--- src/rtl/uart_arb_pkg.sv ---
// ============================================================================
// Module   : uart_arb_pkg
// Purpose  : Shared types and constants for the UART transmit arbiter slice.
//            State encoding, requester count and timeout counter width.
// Revision : 1.0 - initial release
// ============================================================================
`default_nettype none

package uart_arb_pkg;

  // Number of requesters sharing the transmitter
  localparam int NUM_REQ = 2;

  // Width of the lock-timeout counter
  localparam int TMO_W = 16;

  // Arbiter state encoding
  typedef enum logic [1:0] {
    ST_IDLE   = 2'd0,
    ST_GRANT0 = 2'd1,
    ST_GRANT1 = 2'd2
  } arb_state_t;

endpackage : uart_arb_pkg

`default_nettype wire

--- src/rtl/arb_timeout_counter.sv ---
// ============================================================================
// Module   : arb_timeout_counter
// Purpose  : Counts idle cycles of the lock owner and flags expiry.
//            expire is combinational: high in the cycle where the count has
//            reached limit-1 and another idle cycle is being counted.
// Ports    : clk       in  clock
//            pb_reset  in  asynchronous active-high reset
//            clear     in  synchronous clear (wins over count_en)
//            count_en  in  count this cycle
//            limit     in  [W-1:0] number of idle cycles allowed
//            expire    out one-cycle expiry flag
// Revision : 1.0 - initial release
// ============================================================================
`default_nettype none

module arb_timeout_counter
  import uart_arb_pkg::*;
#(
  parameter int W = TMO_W
) (
  input  logic         clk,
  input  logic         pb_reset,
  input  logic         clear,
  input  logic         count_en,
  input  logic [W-1:0] limit,
  output logic         expire
);

  localparam logic [W-1:0] ONE = {{(W-1){1'b0}}, 1'b1};

  logic [W-1:0] count;
  logic [W-1:0] last_count;

  assign last_count = limit - ONE;
  assign expire     = count_en && (count == last_count);

  always_ff @(posedge clk or posedge pb_reset) begin
    if (pb_reset) begin
      count <= '0;
    end else if (clear) begin
      count <= '0;
    end else if (count_en) begin
      count <= count + ONE;
    end
  end

endmodule : arb_timeout_counter

`default_nettype wire

--- src/rtl/uart_tx_arbiter.sv ---
// ============================================================================
// Module   : uart_tx_arbiter
// Purpose  : Round-robin, message-atomic arbiter sharing one rs232_uart
//            transmit path between two byte-stream requesters. A granted
//            requester keeps the transmitter until it delivers a byte
//            flagged last, so multi-byte messages never interleave.
// Macro    : UART_ARB_TIMEOUT_EN - when defined, a lock whose owner stays
//            idle for TIMEOUT_CYCLES cycles is revoked and timeout_pulse
//            fires; when undefined the lock is held indefinitely.
// Ports    : clk            in   system clock
//            pb_reset       in   asynchronous active-high reset
//            req0_*/req1_*  data[8], valid, last in; ready out
//            tx_data        out  [8] byte to UART (00 when no transfer)
//            write_tx_data  out  UART write enable
//            tx_buffer_full in   UART TX FIFO full
//            grant          out  [2] one-hot owner, 00 when idle (registered)
//            timeout_pulse  out  one-cycle lock-revoke pulse (registered)
// Revision : 1.0 - initial release
// ============================================================================
`default_nettype none

module uart_tx_arbiter
  import uart_arb_pkg::*;
#(
  parameter logic [TMO_W-1:0] TIMEOUT_CYCLES = 16'd1000
) (
  input  logic               clk,
  input  logic               pb_reset,
  input  logic [7:0]         req0_data,
  input  logic               req0_valid,
  input  logic               req0_last,
  output logic               req0_ready,
  input  logic [7:0]         req1_data,
  input  logic               req1_valid,
  input  logic               req1_last,
  output logic               req1_ready,
  output logic [7:0]         tx_data,
  output logic               write_tx_data,
  input  logic               tx_buffer_full,
  output logic [NUM_REQ-1:0] grant,
  output logic               timeout_pulse
);

  arb_state_t state;
  logic       pri;          // requester preferred on a tie
  logic       xfer0;
  logic       xfer1;
  logic       xfer_last;
  logic       expire;
  logic       release_lock;
  logic       other_valid;

  // Ready and write are combinational from the registered state so a
  // requester can stream one byte per cycle. With pb_reset high the state
  // is forced to IDLE asynchronously, which suppresses any write.
  assign req0_ready    = (state == ST_GRANT0) && !tx_buffer_full;
  assign req1_ready    = (state == ST_GRANT1) && !tx_buffer_full;
  assign xfer0         = req0_valid && req0_ready;
  assign xfer1         = req1_valid && req1_ready;
  assign write_tx_data = xfer0 || xfer1;
  assign tx_data       = xfer0 ? req0_data :
                         xfer1 ? req1_data : 8'h00;

  assign xfer_last    = (xfer0 && req0_last) || (xfer1 && req1_last);
  assign release_lock = xfer_last || expire;
  assign other_valid  = (state == ST_GRANT0) ? req1_valid : req0_valid;

`ifdef UART_ARB_TIMEOUT_EN
  logic tmo_count_en;
  logic tmo_clear;
  logic timeout_q;

  // Only cycles where the owner has nothing to send count; a stall on a
  // full FIFO with valid high is not idleness.
  assign tmo_count_en = ((state == ST_GRANT0) && !req0_valid) ||
                        ((state == ST_GRANT1) && !req1_valid);
  // Every state change out of a grant goes through a transfer or an
  // expiry, and every change into a grant leaves IDLE, so these three
  // terms cover all state changes.
  assign tmo_clear    = (state == ST_IDLE) || write_tx_data || expire;

  arb_timeout_counter #(
    .W (TMO_W)
  ) u_timeout (
    .clk      (clk),
    .pb_reset (pb_reset),
    .clear    (tmo_clear),
    .count_en (tmo_count_en),
    .limit    (TIMEOUT_CYCLES),
    .expire   (expire)
  );

  assign timeout_pulse = timeout_q;
`else
  // No revocation: the owner keeps the lock until it sends a last byte.
  // The limit term folds to zero and only keeps the parameter referenced.
  assign expire        = 1'b0 && (TIMEOUT_CYCLES != '0);
  assign timeout_pulse = 1'b0;
`endif

  always_ff @(posedge clk or posedge pb_reset) begin
    if (pb_reset) begin
      state <= ST_IDLE;
      grant <= 2'b00;
      pri   <= 1'b0;
`ifdef UART_ARB_TIMEOUT_EN
      timeout_q <= 1'b0;
`endif
    end else begin
`ifdef UART_ARB_TIMEOUT_EN
      timeout_q <= expire;
`endif
      case (state)
        ST_IDLE: begin
          if (req0_valid && (!req1_valid || !pri)) begin
            state <= ST_GRANT0;
            grant <= 2'b01;
          end else if (req1_valid) begin
            state <= ST_GRANT1;
            grant <= 2'b10;
          end
        end
        ST_GRANT0, ST_GRANT1: begin
          if (release_lock) begin
            // Hand priority to the other requester; if it is already
            // waiting, grant it with no idle bubble.
            pri <= (state == ST_GRANT0);
            if (other_valid) begin
              state <= (state == ST_GRANT0) ? ST_GRANT1 : ST_GRANT0;
              grant <= (state == ST_GRANT0) ? 2'b10 : 2'b01;
            end else begin
              state <= ST_IDLE;
              grant <= 2'b00;
            end
          end
        end
        default: begin
          state <= ST_IDLE;
          grant <= 2'b00;
        end
      endcase
    end
  end

endmodule : uart_tx_arbiter

`default_nettype wire

--- config.mk ---
export PLATFORM = sky130hd
export DESIGN_NAME = uart_tx_arbiter
export DESIGN_NICKNAME = d
export VERILOG_FILES = /design/src/rtl/uart_arb_pkg.sv /design/src/rtl/arb_timeout_counter.sv /design/src/rtl/uart_tx_arbiter.sv
export SDC_FILE = /design/constraint.sdc
export NUM_CORES = 1
export LEC_CHECK = 0
export CORE_AREA = 2 2 39 41
export CTS_BUF_LIST = sky130_fd_sc_hd__clkbuf_8
export CTS_CLUSTER_DIAMETER = 120
export DETAILED_ROUTE_END_ITERATION = 10
export DIE_AREA = 0 0 41 43
export DONT_BUFFER_PORTS = 1
export PLACE_DENSITY_LB_ADDON = 0.25
export SYNTH_ARGS = -nofsm -noshare
export SYNTH_HDL_FRONTEND = slang
export SYNTH_SLANG_ARGS = --single-unit
--- constraint.sdc ---
create_clock -name clk -period 2.71 [get_ports clk]
set_clock_uncertainty 0.05 [all_clocks]
set_input_delay 0.271 -clock clk [delete_from_list [all_inputs] [get_ports clk]]
set_output_delay 0.271 -clock clk [all_outputs]
set_load 0.02 [all_outputs]
* After elaboration in Yosys (flattened, before gate mapping)
Cells that the tools add are included.
** Operators by class
- Add/subtract/negate cells :: 0
- Multiply operators :: 0
- Bitwise logic cells :: 0
- Equal/unequal tests :: 4
- Divide/modulo/power cells :: 0
- Muxes and demuxes :: 9
- Reduce and logical (&&, ||, !) cells :: 17
- Shift operators :: 0
- Magnitude comparators :: 0
** Operator list (count)
- $mux 8 :: 2
- $mux 2 :: 5
- $logic_and 1x1->1 :: 7
- $pmux 2 s2 :: 1
- $reduce_and 2->1 :: 2
- $logic_not 1->1 :: 3
- $logic_or 1x1->1 :: 3
- $ne 3x3->1 const B :: 1
- $eq 2x1->1 const B :: 1
- $eq 2x2->1 const B :: 1
- $logic_not 2->1 :: 1
- $ne 2x2->1 const B :: 1
- $reduce_or 2->1 :: 1
- $mux 1 :: 1
** Word-level totals
- Flip-flop bits (word level) :: 3
- Memories kept :: 0
- RAM bits :: 0
- Latch bits :: 0
- Output and inout bits :: 14
- ROM bits :: 0
- Input bits :: 23

* Logic depth before layout (Yosys ltp)
Gate-level depths: netlist of the first run.
- Depth in word-level cells :: 7
- Gate-level depth with buffers :: 7

* Worst setup path after synthesis of the first run
No wires, ideal clock.
- Kind :: flip-flop to output port
- Start :: register state[0]
- End :: output tx_data[0]
- Setup slack :: 848 ps
- Buffers on the path :: 1
- Arrival time :: 1541 ps
- Stages on the path, launching flop included :: 7
- Data required time :: 2389 ps
- Cell sequence :: dfrtp_1 > inv_1 > ha_1 > and3b_2 > nor2b_2 > buf_4 > a22o_1
** On the way
- Word-level cells in the longest chain between the ends :: 5
- Elaborated cells between the ends (all ways) :: 8
- Those cells by class :: 2 x eq/ne; 2 x mux; 4 x reduce/logical
** RTL lines
- start, declared :: line uart_tx_arbiter.sv:44 : arb_state_t state;
- start signal, assigned :: line uart_tx_arbiter.sv:129 : state <= (state == ST_GRANT0) ? ST_GRANT1 : ST_GRANT0;
- $eq 2x2->1 :: line uart_tx_arbiter.sv:57 : assign req1_ready = (state == ST_GRANT1) && !tx_buffer_full;
- $logic_and 1x1->1 :: line uart_tx_arbiter.sv:57
- $logic_and 1x1->1 :: line uart_tx_arbiter.sv:59 : assign xfer1 = req1_valid && req1_ready;
- $mux 8 :: line uart_tx_arbiter.sv:62 : xfer1 ? req1_data : 8'h00;
- $mux 8 * :: line uart_tx_arbiter.sv:61 : assign tx_data = xfer0 ? req0_data :
- end, declared :: line uart_tx_arbiter.sv:37 : output logic [7:0] tx_data,
Mark *: on every way between the ends. The rest lies on a longest branch, timed or not.

* Worst setup path after layout of the first run
- Start :: register state[1]
- End :: output tx_data[5]
The elaborated chain is that of the path after synthesis.

==> results.ini, run 1 <==
[cells_and_area]
stdcell_count = 63
fin_nets = 76
drive_above_1_share = 0.1702
layout_commonest_cell = a22o_1
antenna_cells = 0
area_delta_synth_final_pct = 11.57
n_fill_cell = 146
final_cell_mix = 8 x a22o_1, 5 x inv_1, 5 x ha_1, 3 x clkbuf_8, 3 x dfrtp_1
utilization = 0.3400

[logic_synthesis]
yosysSeqAreaShare = 0.1780
netlist.area_leader.share = 0.1780
ys_top_cells_by_area = dfrtp_1 18%, a22o_1 17%, ha_1 15%, and2b_2 4.2%, o32ai_1 4.2%
yosys_warnings = 0
syn_inst = 45
syn_nets = 73
synth.distinct_cells = 25
synth_area_leader_cell = dfrtp_1
syn_avg_cell_area_um2 = 9.370
syn_area_um2 = 421.7
ys_seq_elements = 3

[worst_setup_path]
start_kind = register
cp_max_fo = 10
crit_required_ns = 2.39
crit_arrival_ns = 1.94
crit_type = reg -> out
end_kind = output port

[clock_tree]
cts_tree = yes
cts-htree-levels = 1
clock_latency_ns = 0.21
cts_setup_buffers = 0
cts_sinks = 3
path_clk_slew_ns = 0.03
cts_root_buf = clkbuf_8
numCtsBuffers = 3
clk_path_buf_depth = 2

[global_route]
grt_usage = 0.09356
antenna_found_initial = 0
grt_max_degree = 11
grt_pass1_wl_mm = 1.104
grt.overflow.total = 0
grt_pass1_vias = 307

[pwr]
p_leak_nw = 0.2289
finalPower_mw = 0.4434
power.density_nw_per_um2 = 942.5
ir_worst_vdd_v = 0.0004444

[routing]
ant_nets = 0
vias = 351
wl_um = 843
drc = 0
drtIter0Drc = 4
avgRoutedWirePerCell_um = 13.38
viasPerCell = 5.571
first_pass_iters = 2

[placed_design]
place.gp.congestion = 0.7636
hpwl_um = 726.4
port_buffers = 0
dp.cells = 58
post-place-ws_ns = 0.6635

[die]
dieArea_um2 = 1763
num_rows = 14
start_util = 0.3047
die_w_um = 41
die_height_um = 43
boundaryPins = 37
core_area_um2 = 1384

[sta]
fin_ws_ns = 0.4539
maxSlewViolCount = 0
final-hold-violation-count = 0
finalSetupViolCount = 0
rsz0062_at_grt = no
fin_crit_sh = 0.8325
period_needed_ns = 2.256
fin_setup_tns_ns = 0
max_freq_mhz = 443.2

[worst_hold_path]
min_path_type = in -> reg

[run_status]
status = finished clean

[job]
cap_violations = 0

==> state kept, by name, indices dropped and copies added (netlist names) <==
| register | count |
|---|---|
| state | 2 |
| pri | 1 |
==> metrics by stage <==
step | instance area (um^2) | hold WS [ns]
floorplan | 421.7 | -0.02536
global placement | 415.4 | -0.01541
detailed placement | 415.4 | -0.01477
CTS | 470.5 | 0.1814
global route | 470.5 | 0.1939
finish | 470.5 | 0.1826
==> synth_stat cells (all sizes together) <==
cell type,instances
o32a,1
mux2,1
and3b,2
a22o,8
nor2b,2
inv,4
nor3,1
and2b,2
a21boi,1
conb,1
buf,3
dfrtp,3
o21ai,2
o32ai,2
or2,1
or2b,2
ha,5
nand2b,1
and4b,2
a21oi,1
==> report_power, final <==
group          internal, mW  total (mW)  switching (mW)
combinational        0.0977       0.222           0.124
sequential           0.0622      0.0968          0.0346
clock                0.0963       0.125          0.0283
total                 0.256       0.443           0.187
==> final timing paths <==
path / depth (start not counted) / to / slack [ns] / from
max reg2reg: 5 / pri / 0.94 / state[0]
min in group asynchronous: 2 / pri / 0.32 / pb_reset
min reg2reg: 1 / pri / 0.47 / pri
min: 2 / state[1] / 0.18 / req1_valid
max: 5 / tx_data[5] / 0.45 / state[1]
max in group asynchronous: 2 / state[0] / 2.17 / pb_reset
==> repair_timing <==
item | 4_1_cts | 5_1_grt
hold endpoints to repair | 3 | 0
hold buffers | 1 | 0
resized for setup | 0 | 0
==> final cells by class <==
class | count | area, um^2 | share of cell area
sequential | 3 | 75.07 | 0.1596
clock inverter | 1 | 3.754 | 0.007979
multi-input combinational | 35 | 305.3 | 0.6489
tap | 16 | 20.02 | 0.04255
clock buffer | 3 | 41.29 | 0.08777
inverter | 4 | 15.01 | 0.03191
timing repair buffer | 1 | 10.01 | 0.02128
==> cell families after synthesis <==
family	Yosys count	share of synthesized area
adder cells (fa/ha/maj)	5	0.1484
other	1	0.008894
AO/OA/AOI/OAI	15	0.2849
multiplexers	1	0.02670
flip-flops	3	0.1780
AND/OR/NAND/NOR	13	0.2552
buffers and inverters	7	0.09790
==> critical path: stages, from the launching register on <==
cell and delay, ns:
dfrtp_1 0.49, inv_1 0.15, ha_1 0.22, and3b_1 0.27
nor2b_2 0.30, a22o_1 0.30
==> layer usage <==
metal  global-route usage  share of wire
met5                    0              0
met4              0.09333              0
met3             0.005236           0.12
met2               0.1594           0.51
met1              0.08738           0.36
Power figures use the tool's default switching activity.
==> inputs of run 2 (changes only) <==
- ABC_AREA: default -> 1
- clock period: 2.71 -> 2.35 ns (I/O delays scaled with it)
==> results.ini, run 2 <==
[routing]
avgRoutedWirePerCell_um = 10.62
viasPerCell = 5.021
vias = 472
drtIter0Drc = 8
first_pass_iters = 3
ant_nets = 0
wl_um = 998
drc = 0

[global_route]
grt_pass1_wl_mm = 1.331
grt_pass1_vias = 361
antenna_found_initial = 0
grt_usage = 0.1088
grt_max_degree = 18
grt.overflow.total = 0

[clock_tree]
numCtsBuffers = 3
clk_path_buf_depth = 2
cts_resized = 0
cts-htree-levels = 1
cts_sinks = 3
cts_root_buf = clkbuf_8
path_clk_slew_ns = 0.03
cts_tree = yes
clock_latency_ns = 0.22

[worst_setup_path]
slowest_delay_ns = 0.49
crit_type = reg -> out
crit_required_ns = 2.07
r2r_slack_ns = 0.86
crit_slowest_cell = dfrtp_1
r2r_cells = 6
cp_num_buf_inv = 2
start_kind = register
path_cells = inv_1, ha_1, inv_1, nor3_4, nand2_1, a21oi_1
r2r_start = state[1]
path_common_cell = inv_1
path_delay_family = flip-flops
end_kind = output port
cp_max_fo = 9
worstReg2RegEnd = state[0]
cp_num_cells = 6
crit_start = state[0]
crit_end = tx_data[4]
crit_arrival_ns = 1.86

[cells_and_area]
layout_commonest_cell = nand2_1
final_cell_mix = 22 x nand2_1, 10 x a21oi_1, 10 x nor2_1, 9 x inv_1
fin_area_um2 = 511.7
regMostFlops = state
reg.largest.list = state x2, pri x1
area_delta_synth_final_pct = 15.54
largest_reg_flops = 2
drive_above_1_share = 0.1154
antenna_cells = 0
stdcell_count = 94
fin_nets = 107

[die]
boundaryPins = 37
start_util = 0.3201
core_area_um2 = 1384
die_w_um = 41
die_height_um = 43
dieArea_um2 = 1763
num_rows = 14

[placed_design]
hpwl_um = 785.6
port_buffers = 0
place.gp.congestion = 0.6825
dp.cells = 89
post_dp_cell_area_um2 = 456.7

[logic_synthesis]
syn_inst = 73
ys_top_cells_by_area = nand2_1 19%, dfrtp_1 17%, ha_1 14%, a21oi_1 11%, nor2_1 8.5%
synth_area_leader_cell = nand2_1
syn_nets = 101
yosys_warnings = 0
synth_common_cells = 22 x nand2_1, 10 x a21oi_1, 10 x nor2_1, 8 x inv_1
synth_edf_count = 0
yosysMostFrequentCell = nand2_1
yosysSeqAreaShare = 0.1695
syn_area_um2 = 442.9
netlist.area_leader.share = 0.1864
synth.distinct_cells = 16
syn_avg_cell_area_um2 = 6.067
synthArstFlopShare = 1.000
ys_seq_elements = 3
synthFlopType = dfrtp_1

[sta]
final-hold-violation-count = 0
rsz0062_at_grt = no
fin_crit_sh = 0.9141
max_freq_mhz = 465.5
period_needed_ns = 2.148
maxSlewViolCount = 0
fin_setup_tns_ns = 0
finalSetupViolCount = 0

[pwr]
ir_worst_vdd_v = 0.0004866
power.density_nw_per_um2 = 1098
p_leak_nw = 0.2700

[worst_hold_path]
hold_start = req1_valid
min_path_type = in -> reg

[job]
cap_violations = 0

[run_status]
status = finished clean

==> run 2: changes by cell type after synthesis, sizes merged, moves of 5 or more <==
cell   before  now
inv         4    9
a22o        8    0
a21oi       1   10
nand3       0    5
nand2       0   23
nor2        0   11
==> run 2: worst reg2reg max path, delay by kind of cell (launching register included) <==
| family | cells | cell delay, ns |
|---|---|---|
| compound gates | 1 | 0.15 |
| simple gates | 3 | 0.23 |
| buf+inv | 1 | 0.13 |
| flops | 1 | 0.52 |
| fa+ha+maj | 1 | 0.34 |
==> run 2: worst min path at each step <==
stage               endpoint  cells after the start  slack, ns
finish              state[1]                      4       0.22
global placement         pri                      1      -0.05
global route        state[1]                      4       0.24
floorplan                pri                      1      -0.06
CTS                 state[1]                      4       0.22
detailed placement       pri                      1      -0.05
==> run 2: final cells by class <==
cell class / instances / area [um^2]
multi-input combinational: 59 / 312.8
clock buffer: 3 / 41.29
inverter: 9 / 33.78
tap: 16 / 20.02
fill: 156 / 872.1
timing repair buffer: 3 / 25.02
clock inverter: 1 / 3.754
sequential: 3 / 75.07
==> run 2: logic make-up (layout without fill, tap and decap cells) <==
kind of cell / Yosys count / after routing / synth area share
compound gates: 11 / 11 / 0.1243
fa+ha+maj: 5 / 5 / 0.1412
buf+inv: 11 / 16 / 0.1243
flops: 3 / 3 / 0.1695
other cells: 1 / 1 / 0.008466
simple gates: 42 / 42 / 0.4322
==> run 2: repair_timing <==
| item | in CTS | in global routing |
|---|---|---|
| hold buffers | 1 | 0 |
| buffers inserted | 0 | 0 |
| endpoints found under the hold margin | 3 | 0 |
==> run 2: where the power goes <==
part	internal, mW	switching, mW	total [mW]
logic	0.0976	0.191	0.289
clock network	0.112	0.0382	0.150
registers	0.0760	0.0470	0.123
==> run 2: per-stage QoR <==
step	util	setup slack, ns	hold slack (ns)	total power, mW
6_report	0.3698	0.2020	0.2155	0.5618
5_1_grt	0.3698	0.006142	0.2397	0.6191
4_1_cts	0.3698	0.1895	0.2210	0.5680
3_5_place_dp	0.3300	0.4315	-0.04547	0.4141
3_3_place_gp	0.3300	0.4458	-0.04901	0.4150
2_1_floorplan	-	0.3510	-0.06136	0.3657
==> run 2: metal layers <==
| metal | up-vias | share of wire | global-route usage |
|---|---|---|---|
| met1 | 199 | 0.39 | 0.1104 |
| met5 | - | 0 | 0 |
| met4 | 0 | 0.0080 | 0.04000 |
| met3 | 2 | 0.13 | 0.04188 |
| met2 | 30 | 0.47 | 0.1875 |
| li1 | 241 | - | - |
==> inputs of run 3 (changes only) <==
- clock period: 2.35 -> 2.8 ns (I/O delays scaled with it)
==> results.ini, run 3 (synthesized netlist as in run 2, its figures left out) <==
[run_status]
status = finished clean

[job]
cap_violations = 0

[die]
die_w_um = 41
boundaryPins = 37
dieArea_um2 = 1763
core_area_um2 = 1384
num_rows = 14
start_util = 0.3201
die_height_um = 43

[sta]
rsz0062_at_grt = no
maxSlewViolCount = 0
finalSetupViolCount = 0
max_freq_mhz = 434.6
period_needed_ns = 2.301
fin_ws_ns = 0.4992
final-hold-violation-count = 0
hold_ws_ns = 0.2686
fin_crit_sh = 0.8217
fin_setup_tns_ns = 0

[clock_tree]
cts_tree = yes
cts_resized = 0
clk_path_buf_depth = 2
numCtsBuffers = 3
cts_sinks = 3
cts-htree-levels = 1
clock_latency_ns = 0.21
path_clk_slew_ns = 0.03
cts_root_buf = clkbuf_8

[placed_design]
post-place-ws_ns = 0.6964
hpwl_um = 769.4
place.gp.congestion = 0.7303
dp.cells = 87
port_buffers = 0
post_dp_cell_area_um2 = 441.7

[worst_hold_path]
hold_start = req1_valid
hold_end = state[1]
hold_depth = 4
min_path_type = in -> reg

[cells_and_area]
layout_commonest_cell = nand2_1
n_fill_cell = 152
final_cell_mix = 22 x nand2_1, 10 x a21oi_1, 10 x nor2_1, 9 x inv_1
fin_nets = 105
fin_area_um2 = 496.7
regMostFlops = state
drive_above_1_share = 0.09211
reg.largest.list = state x2, pri x1
area_delta_synth_final_pct = 12.15
largest_reg_flops = 2
stdcell_count = 92
antenna_cells = 0
utilization = 0.3590

[global_route]
grt_usage = 0.1057
grt_pass1_wl_mm = 1.304
grt_max_degree = 18
antenna_found_initial = 0
grt_pass1_vias = 354
grt.overflow.total = 0

[routing]
viasPerCell = 4.761
first_pass_iters = 4
drtIter0Drc = 6
vias = 438
drc = 0
avgRoutedWirePerCell_um = 9.837
ant_nets = 0
wl_um = 905

[worst_setup_path]
crit_arrival_ns = 1.97
path_common_cell = inv_1
r2r_slack_ns = 1.29
crit_required_ns = 2.47
path_cells = inv_1, ha_1, inv_1, nor2_2, nand2_4, a21oi_1
cp_max_fo = 17
end_kind = output port
cp_num_buf_inv = 2
crit_type = reg -> out
r2r_start = state[0]
path_delay_family = flip-flops
r2r_cells = 6
worstReg2RegEnd = state[0]
slowest_delay_ns = 0.49
start_kind = register
crit_slowest_cell = dfrtp_1

[pwr]
finalPower_mw = 0.4565
ir_worst_vdd_v = 0.0006373
p_leak_nw = 0.2593
power.density_nw_per_um2 = 919.1

[run 3: metal layers]
| metal | wire [um] | part of all wire | track usage |
|---|---|---|---|
| met1 | 342 | 0.38 | 0.09091 |
| met2 | 430 | 0.48 | 0.1906 |
| met3 | 132 | 0.15 | 0.06806 |
| met4 | 0 | 0 | 0.02000 |
| met5 | 0 | 0 | 0 |
[run 3: worst max-delay path by stage]
stage,from,endpoint,slack (ns),cells after the start
global placement,state[1],tx_data[7],0.72,6
detailed placement,state[1],tx_data[7],0.70,6
CTS,state[1],tx_data[6],0.48,6
floorplan,state[1],tx_data[0],0.76,7
finish,state[1],tx_data[7],0.50,6
global route,state[1],tx_data[7],0.30,6
[run 3: final cells by class]
cell class / count / area (um^2) / share of cell area
Multi-Input combinational cell: 59 / 312.8 / 0.6297
Sequential cell: 3 / 75.07 / 0.1511
Clock buffer: 3 / 41.29 / 0.08312
Inverter: 9 / 33.78 / 0.06801
Tap cell: 16 / 20.02 / 0.04030
Timing Repair Buffer: 1 / 10.01 / 0.02015
Clock inverter: 1 / 3.754 / 0.007557
[run 3: worst reg2reg max path, delay by kind of cell, from the launching register on]
kind                     cells  cell delay [ns]
adder cells (fa/ha/maj)      1             0.34
buffers and inverters        1             0.12
flip-flops                   1             0.55
AND/OR/NAND/NOR              4             0.33
[run 3: report_power, final]
part           leakage, nW  internal (mW)  total, mW  switching [mW]
logic                0.194         0.0750      0.234           0.159
clock network       0.0269         0.0930      0.118          0.0251
registers           0.0389         0.0638      0.105          0.0410
total                0.259          0.232      0.457           0.225
[run 3: repair_timing]
item                                    in CTS  in global routing
hold buffers                                 1                  0
endpoints found under the setup margin       0                  0
hold endpoints to repair                     3                  0
setup buffers                                0                  0
